--- config.mk ---
export PLATFORM = sky130hd
export DESIGN_NAME = digit_scanner
export DESIGN_NICKNAME = d
export VERILOG_FILES = /design/src/rtl/digit_scanner.sv
export SDC_FILE = /design/constraint.sdc
export NUM_CORES = 1
export LEC_CHECK = 0
export CAP_MARGIN = 20
export CORE_ASPECT_RATIO = 1.4
export CORE_UTILIZATION = 53
export CTS_CLUSTER_SIZE = 28
export DETAILED_ROUTE_END_ITERATION = 8
export GPL_TIMING_DRIVEN = 1
export PLACE_DENSITY = 0.78
export SETUP_SLACK_MARGIN = 0.15
export SYNTH_ARGS = -nofsm -noshare
export SYNTH_HDL_FRONTEND = slang
export SYNTH_SLANG_ARGS = --single-unit
--- constraint.sdc ---
create_clock -name clk -period 2.3 [get_ports clk]
set_clock_uncertainty 0.1 [all_clocks]
set_input_delay 0.46 -clock clk [delete_from_list [all_inputs] [get_ports clk]]
set_output_delay 0.46 -clock clk [all_outputs]
set_load 0.01 [all_outputs]
--- src/rtl/digit_scanner.sv ---
// digit_scanner: time-multiplexed front end for a 4-digit seven-segment display.
// Scans one nibble of the displayed value per slot and drives a one-hot,
// active-high digit enable. New values are staged and applied only at a frame
// boundary, so a frame never mixes digits from two different values.
module digit_scanner #(
  parameter int PRESCALE = 1000,  // clock cycles per digit slot, >= 2
  parameter int BLANK    = 50     // dark cycles at the start of each slot, < PRESCALE
) (
  input  logic        clk,
  input  logic        reset_n,
  input  logic [15:0] value,
  input  logic        load_valid,
  output logic        load_ready,
  input  logic        lz_blank,
  output logic [3:0]  data,
  output logic [3:0]  an,
  output logic        frame_done
);

  localparam int PW = (PRESCALE > 1) ? $clog2(PRESCALE) : 1;
  localparam logic [PW-1:0] LAST_C  = PW'(PRESCALE - 1);
  localparam logic [PW-1:0] BLANK_C = PW'(BLANK);

  // Handshake: a transfer happens on a rising edge where load_valid && load_ready.
  // load_ready is high exactly while the staging register is empty; value is
  // sampled only on the transfer edge, and a producer holding load_valid while
  // load_ready is low is stalled, never dropped.

  logic [PW-1:0] pcnt;
  logic [1:0]    dig;
  logic [15:0]   disp;
  logic [15:0]   stage;
  logic          full;

  logic          accept;
  logic          slot_last;
  logic [3:0]    sup;

  assign accept    = load_valid && !full;
  assign slot_last = (pcnt == LAST_C);

  // Slot counter and digit index: pcnt wraps each slot, dig advances on the wrap.
  always_ff @(posedge clk or negedge reset_n) begin
    if (!reset_n) begin
      pcnt <= '0;
      dig  <= 2'd0;
    end else if (slot_last) begin
      pcnt <= '0;
      dig  <= dig + 2'd1;
    end else begin
      pcnt <= pcnt + 1'b1;
    end
  end

  // Staging register and displayed value. Accept needs full=0 and the frame
  // boundary transfer needs full=1, so the two can never fire on the same edge.
  always_ff @(posedge clk or negedge reset_n) begin
    if (!reset_n) begin
      disp  <= 16'h0000;
      stage <= 16'h0000;
      full  <= 1'b0;
    end else if (accept) begin
      stage <= value;
      full  <= 1'b1;
    end else if (frame_done && full) begin
      disp  <= stage;
      full  <= 1'b0;
    end
  end

  // Leading-zero suppression: digit i dims when it and every digit above it are
  // zero. Digit 0 always lights so a zero value still shows "0".
  always_comb begin
    sup    = 4'b0000;
    sup[1] = lz_blank && (disp[15:4]  == 12'h000);
    sup[2] = lz_blank && (disp[15:8]  == 8'h00);
    sup[3] = lz_blank && (disp[15:12] == 4'h0);
  end

  // Outputs derived purely from registered state (plus the live lz_blank).
  always_comb begin
    data       = disp[{dig, 2'b00} +: 4];
    frame_done = slot_last && (dig == 2'd3);
    load_ready = !full;
    an         = 4'b0000;
    if ((pcnt >= BLANK_C) && !sup[dig]) begin
      an = 4'b0001 << dig;
    end
  end

endmodule

==> summary.md, run 1 <==
| Metric | Value |
|---|---|
| Status | complete, but fails checks |
| Failing checks | negative setup slack |
| Fillers | 239 |
| Final Setup Violations | 4 |
| Critical path class | reg -> out |
| Clk sinks | 45 |
| Final net count | 247 |
| Post-synth top cells | dfrtp_1 (45), mux2_2 (23), nor2_1 (13) |
| Synth async-reset ratio | 100% |
| Slowest cell on crit path | nor4_2 |
| DIE WIDTH | 55.1 um |
| First-pass GRT wire length | 7.79 mm |
| DP Area | 2450 um2 |
| Worst r2r dst | disp[2] |
| Share of layout cells above drive strength 1 | 45.2% |
| Critical path depth | 6 |
| Clock Path Buffers | 2 |
| Via count | 1527 |
| Drc violations | 0 |
| Placed Cells | 231 |
| Clock latency on the worst-skew pair | 0.30 ns |
| Synth top area share | 53.8% |
| Total Power | 0.00142 W |
| Most frequent cell after synthesis | dfrtp_1 |
| Drt first pass iters | 4 |
| Syn_area_per_cell | 13.3 um2 |
| WL final | 5.43 mm |
| Initial Util | 56.5% |
| Startpoint Class | flop |
| CTS root buf | clkbuf_8 |
| Top cells by area, synth | dfrtp_1 (54%), mux2_2 (12%), mux2_4 (6.5%) |
| Unique masters post-synth | 32 |
| Die H | 76.4 um |
| Rows | 26 |
| Synth area leader | dfrtp_1 |
| Register area | 1130 um2 |
| Power density cells | 496 nW/um2 |
| Worst min-delay path class | in -> async |
| Diode count | 0 |
| Crit-path cells | nor4_2 -> a21oi_2 -> nor3_2 -> buf_4 -> nor2_1 -> buf_2 |
| Pre-CTS WS | -0.0558 ns |
| Fin crit period | 2.33 ns |
| Crit path max fanout | 4 |
| Slack of the critical path | -0.0337 ns |
| Fin cells | 263 |
| CTS tree | yes |
| Num ports | 30 |
| Final ANT Viol Nets | 0 |
| EDFF count, synth | 0 |
| Drt wl/cell | 20.7 um |
| Worst R2R Start | pcnt[1] |
| Area of the multi-input gates | 991 um2 |
| Initial antenna violation count | 0 |
| Critical path required time | 1.74 ns |
| Buffers on Ports | 29 |
| MaxCap Viol Count | 0 |
| Vias in the first global route | 1590 |
| R2R cell count | 10 |
| RSZ-0062 raised after global routing | true |
| Number of buffers created by CTS | 5 |
| Fin crit share | 101% |
| Area grow syn2layout | 36.4% |
| Crit. End Element | primary output |
| Register area share after synthesis | 53.8% |
| CP Capture Point | an[1] |
| Die area | 4210 um2 |
| Iteration-0 DRC Markers | 59 |
| Hold slack | 0.135 ns |
| Worst reg2reg setup slack | 0.05 ns |
| Warnings from Yosys | 0 |
| Fin area | 2860 um2 |
| Global placement routability congestion | 0.813 |
| CP bufs+invs | 2 |
| Slew Limit Fails | 0 |
| Cells after synthesis | 157 |
| Total gr overflow | 0 |
| Post-DP HPWL | 2.95 mm |
| H-tree levels | 2 |
| Fmax | 0.429 GHz |
| Largest net degree at the start of global routing | 46 |
| Core ar. | 3710 um2 |
| IR Drop Worst-Case VDD | 0.528 mV |
| Critical path origin | disp[10] |
| Top_reg_cell synth | dfrtp_1 |
| Tot GR Track Use | 26.7% |
| Critical path's top delay family | simple AND/OR/NAND/NOR gates |
| Slowest stage delay, CP | 0.44 ns |
| Final hold vios | 0 |
| Number of vias per cell | 5.81 |
| CP arrival | 1.77 ns |
| Synthesized net count | 183 |
| Post-Synthesis Cell Area | 2090 um2 |
| Worst-Margin Slew | 0.574 ns |
| Leak | 1.36 nW |
| CTS Hold Buffers Added | 0 |
| Slew headroom | 61.7% |
| Clock transition at the registers of the reported paths | 0.08 ns |
| Seq cells post-synth | 45 |
## routing by layer
metal  up-vias  part of all wire, %  track usage, %
met5         -                    0               0
met1       766                   36            29.9
li1        673                    -               -
met4         0                  3.7            10.5
met3        23                  6.1            6.99
met2        65                   54            45.7
## worst register-to-register path, cell delays in order, from the launching register on
cell and delay, ns:
dfrtp_1 0.38, buf_6 0.11, buf_6 0.09, ha_4 0.12, nand4_1 0.19, nor3_4 0.24
buf_4 0.14, buf_6 0.09, and3_4 0.21, buf_12 0.15, mux2_4 0.31
## flip-flops by register name (all words and copies together), names as in the netlist
signal and flops:
dig 2, pcnt 10, full 1, stage 16
disp 16
## cells by family (layout without fill, tap and decap cells)
logic type                 after synthesis  after routing  share of synthesized area (%)
AOI/OAI and AO/OA                       13             13                           3.82
muxes                                   36             36                           23.1
adders and majority gates                6              6                           3.58
DFF                                     45             45                           53.8
xor gates and xnor gates                 5              5                           2.09
buffers and inverters                   11             75                           3.29
and+or+nand+nor                         41             41                           10.3
## report_power, final
group          total (W)  leakage, nW  internal (W)  switching, W
registers       0.000841        0.582      0.000823     0.0000182
logic          0.0000811        0.733     0.0000529     0.0000283
clock network   0.000495       0.0443      0.000239      0.000257
## repair_timing
action,in CTS,in global routing
endpoints found under the setup margin,25,24
resized for setup,40,27
buffers inserted,14,11
endpoints found under the hold margin,0,0
pin swaps,6,8
## layout make-up
class | instances | share of cell area, %
clock buffers | 7 | 3.02
inverters | 5 | 0.657
multi-input cells | 101 | 34.7
flip-flops and latches | 45 | 39.5
well taps | 42 | 1.84
repair buffers | 63 | 20.3
## worst min path at each step
| stage | slack, ns | start | to |
|---|---|---|---|
| CTS | 0.15 | reset_n | pcnt[9] |
| global placement | 0.37 | pcnt[0] | pcnt[0] |
| global route | 0.19 | reset_n | pcnt[0] |
| finish | 0.13 | reset_n | stage[1] |
| floorplan | 0.06 | reset_n | dig[0] |
| detailed placement | 0.38 | pcnt[0] | pcnt[0] |
## placed cells by master (no fill, tap or decap), types with 2 or more instances in the layout
master / n
inv_1: 5
buf_6: 13
nand3_1: 2
ha_1: 4
nand2_1: 9
xor2_1: 2
or3_1: 2
buf_4: 22
o21ai_0: 3
nor4_2: 3
buf_2: 5
nor2_1: 13
mux4_2: 4
dfrtp_1: 44
clkbuf_8: 6
buf_12: 2
a21oi_1: 3
clkdlybuf4s50_1: 19
xnor2_1: 3
mux2_2: 16
mux2_4: 16
## metrics by stage
stage               util [%]  setup TNS [ns]
floorplan                  -               0
global placement        66.1          -0.133
detailed placement      66.1          -0.180
CTS                     72.1               0
global route            77.0          -0.276
finish                  77.0         -0.0563
Note: power is estimated with default switching activity, not from simulation.
==> run 2: changes to the inputs <==
- SLEW_MARGIN: not set -> 20
==> results of run 2 <==
No change in the layout: final DEF, timing and power equal those of run 1.
==> run 3: changes to the inputs <==
- ABC_AREA: not set -> 0
- CORE_MARGIN: not set -> 8
==> summary.md, run 3 (synthesized netlist as in run 1, its figures left out) <==
| Metric | Value |
|---|---|
| Final net count | 245 |
| Via count | 1471 |
| Initial antenna violation count | 0 |
| Leading cell type in the layout, fill and taps excluded | dfrtp_1 |
| MaxCap Viol Count | 0 |
| Pre-CTS WS | -0.0687 ns |
| Diode count | 0 |
| Most frequent cells in the layout | dfrtp_1 (44), mux2_2 (23), buf_4 (22), clkdlybuf4s50_1 (19) |
| Final hold vios | 0 |
| Worst min-delay path class | in -> async |
| Largest regs | disp (16), stage (16), pcnt (10) |
| Number of buffers created by CTS | 5 |
| Tot GR Track Use | 15.4% |
| Slew Limit Fails | 0 |
| Slack of the critical path | 0.0693 ns |
| H-tree levels | 2 |
| Fin crit share | 97.0% |
| Buffers on Ports | 29 |
| Fmax | 0.448 GHz |
| CTS tree | yes |
| Total gr overflow | 0 |
| Power density cells | 497 nW/um2 |
| Leak | 1.33 nW |
| RSZ-0062 raised after global routing | true |
| Final ANT Viol Nets | 0 |
| Clock latency on the worst-skew pair | 0.30 ns |
| Status | complete, no violations |
| Vias in the first global route | 1686 |
| Worst R2R Start | pcnt[3] |
| Critical path class | reg -> out |
| Die area | 6250 um2 |
| Drt first pass iters | 4 |
| Largest net degree at the start of global routing | 26 |
| Rows | 27 |
| Fillers | 250 |
| First-pass GRT wire length | 7.84 mm |
| CTS root buf | clkbuf_8 |
| Die H | 90.4 um |
| Fin area | 2810 um2 |
| Drc violations | 0 |
| Global placement routability congestion | 0.864 |
| Share of layout cells above drive strength 1 | 44.1% |
| Crit. End Element | primary output |
| Drt wl/cell | 19.2 um |
| Post-DP HPWL | 3.16 mm |
| DIE WIDTH | 69.1 um |
| Final Setup Violations | 0 |
| Worst reg2reg setup slack | 0.18 ns |
| WL final | 5.05 mm |
| Worst r2r dst | disp[13] |
| R2R cell count | 7 |
| Clk sinks | 45 |
| Fin crit period | 2.23 ns |
| Clock Path Buffers | 2 |
| Area grow syn2layout | 34.0% |
| Worst-Margin Slew | 0.527 ns |
| Initial Util | 54.4% |
| CP arrival | 1.67 ns |
| Number of vias per cell | 5.59 |
| Core ar. | 3850 um2 |
| Iteration-0 DRC Markers | 109 |
| Critical path required time | 1.74 ns |
| Startpoint Class | flop |
| DP Area | 2460 um2 |
| Setup TNS | 0 ns |
| CTS Hold Buffers Added | 0 |
| Slew headroom | 64.9% |
| Num ports | 30 |
| Crit path max fanout | 6 |
| Clock transition at the registers of the reported paths | 0.08 ns |
| IR Drop Worst-Case VDD | 0.511 mV |
run 3: stage by stage:
step	utilization, %	hold WS, ns	std cells	total power, W
floorplan	-	0.0644	157	0.000879
global placement	64.0	0.349	232	0.000934
detailed placement	64.0	0.355	232	0.000942
CTS	69.9	0.0351	256	0.00141
global route	72.9	0.0706	263	0.00145
finish	72.9	0.0291	263	0.00139
run 3: critical path, cell delays in order, from the launching register on:
cell,delay [ns]
dfrtp_1,0.44
nor4_1,0.39
o21ai_1,0.14
buf_4,0.17
nand2_2,0.07
nor2_2,0.04
buf_2,0.13
run 3: how the worst max path moves through the flow:
stage / start / endpoint / slack (ns) / depth (start not counted)
global placement: lz_blank / an[3] / -0.04 / 6
detailed placement: lz_blank / an[1] / -0.07 / 6
CTS: pcnt[3] / an[3] / 0.05 / 7
finish: pcnt[8] / an[3] / 0.07 / 6
global route: pcnt[8] / an[1] / -0.08 / 6
floorplan: pcnt[3] / disp[0] / 0.17 / 6
run 3: timing repair:
action	4_1_cts	5_1_grt
setup buffers	16	7
pin swaps	6	6
resized for setup	45	15
setup endpoints to repair	16	24
run 3: per-layer routing:
metal | GRT usage [%] | part of all wire, %
met1 | 14.6 | 37
met2 | 28.3 | 55
met3 | 3.85 | 4.8
met4 | 9.95 | 3.1
met5 | 0 | 0
run 3: power breakdown:
part	total [W]	internal, W	switching [W]
Combinational	0.0000837	0.0000548	0.0000289
Sequential	0.000841	0.000823	0.0000182
Clock	0.000469	0.000216	0.000253
Total	0.00139	0.00109	0.000300
run 3: final cells by class:
class,instances,area (um2),area share [%]
tap,43,53.8,1.92
clock buffer,8,80.1,2.85
inverter,5,18.8,0.669
multi-input combinational,101,962,34.3
sequential,45,1130,40.2
timing repair buffer,61,564,20.1
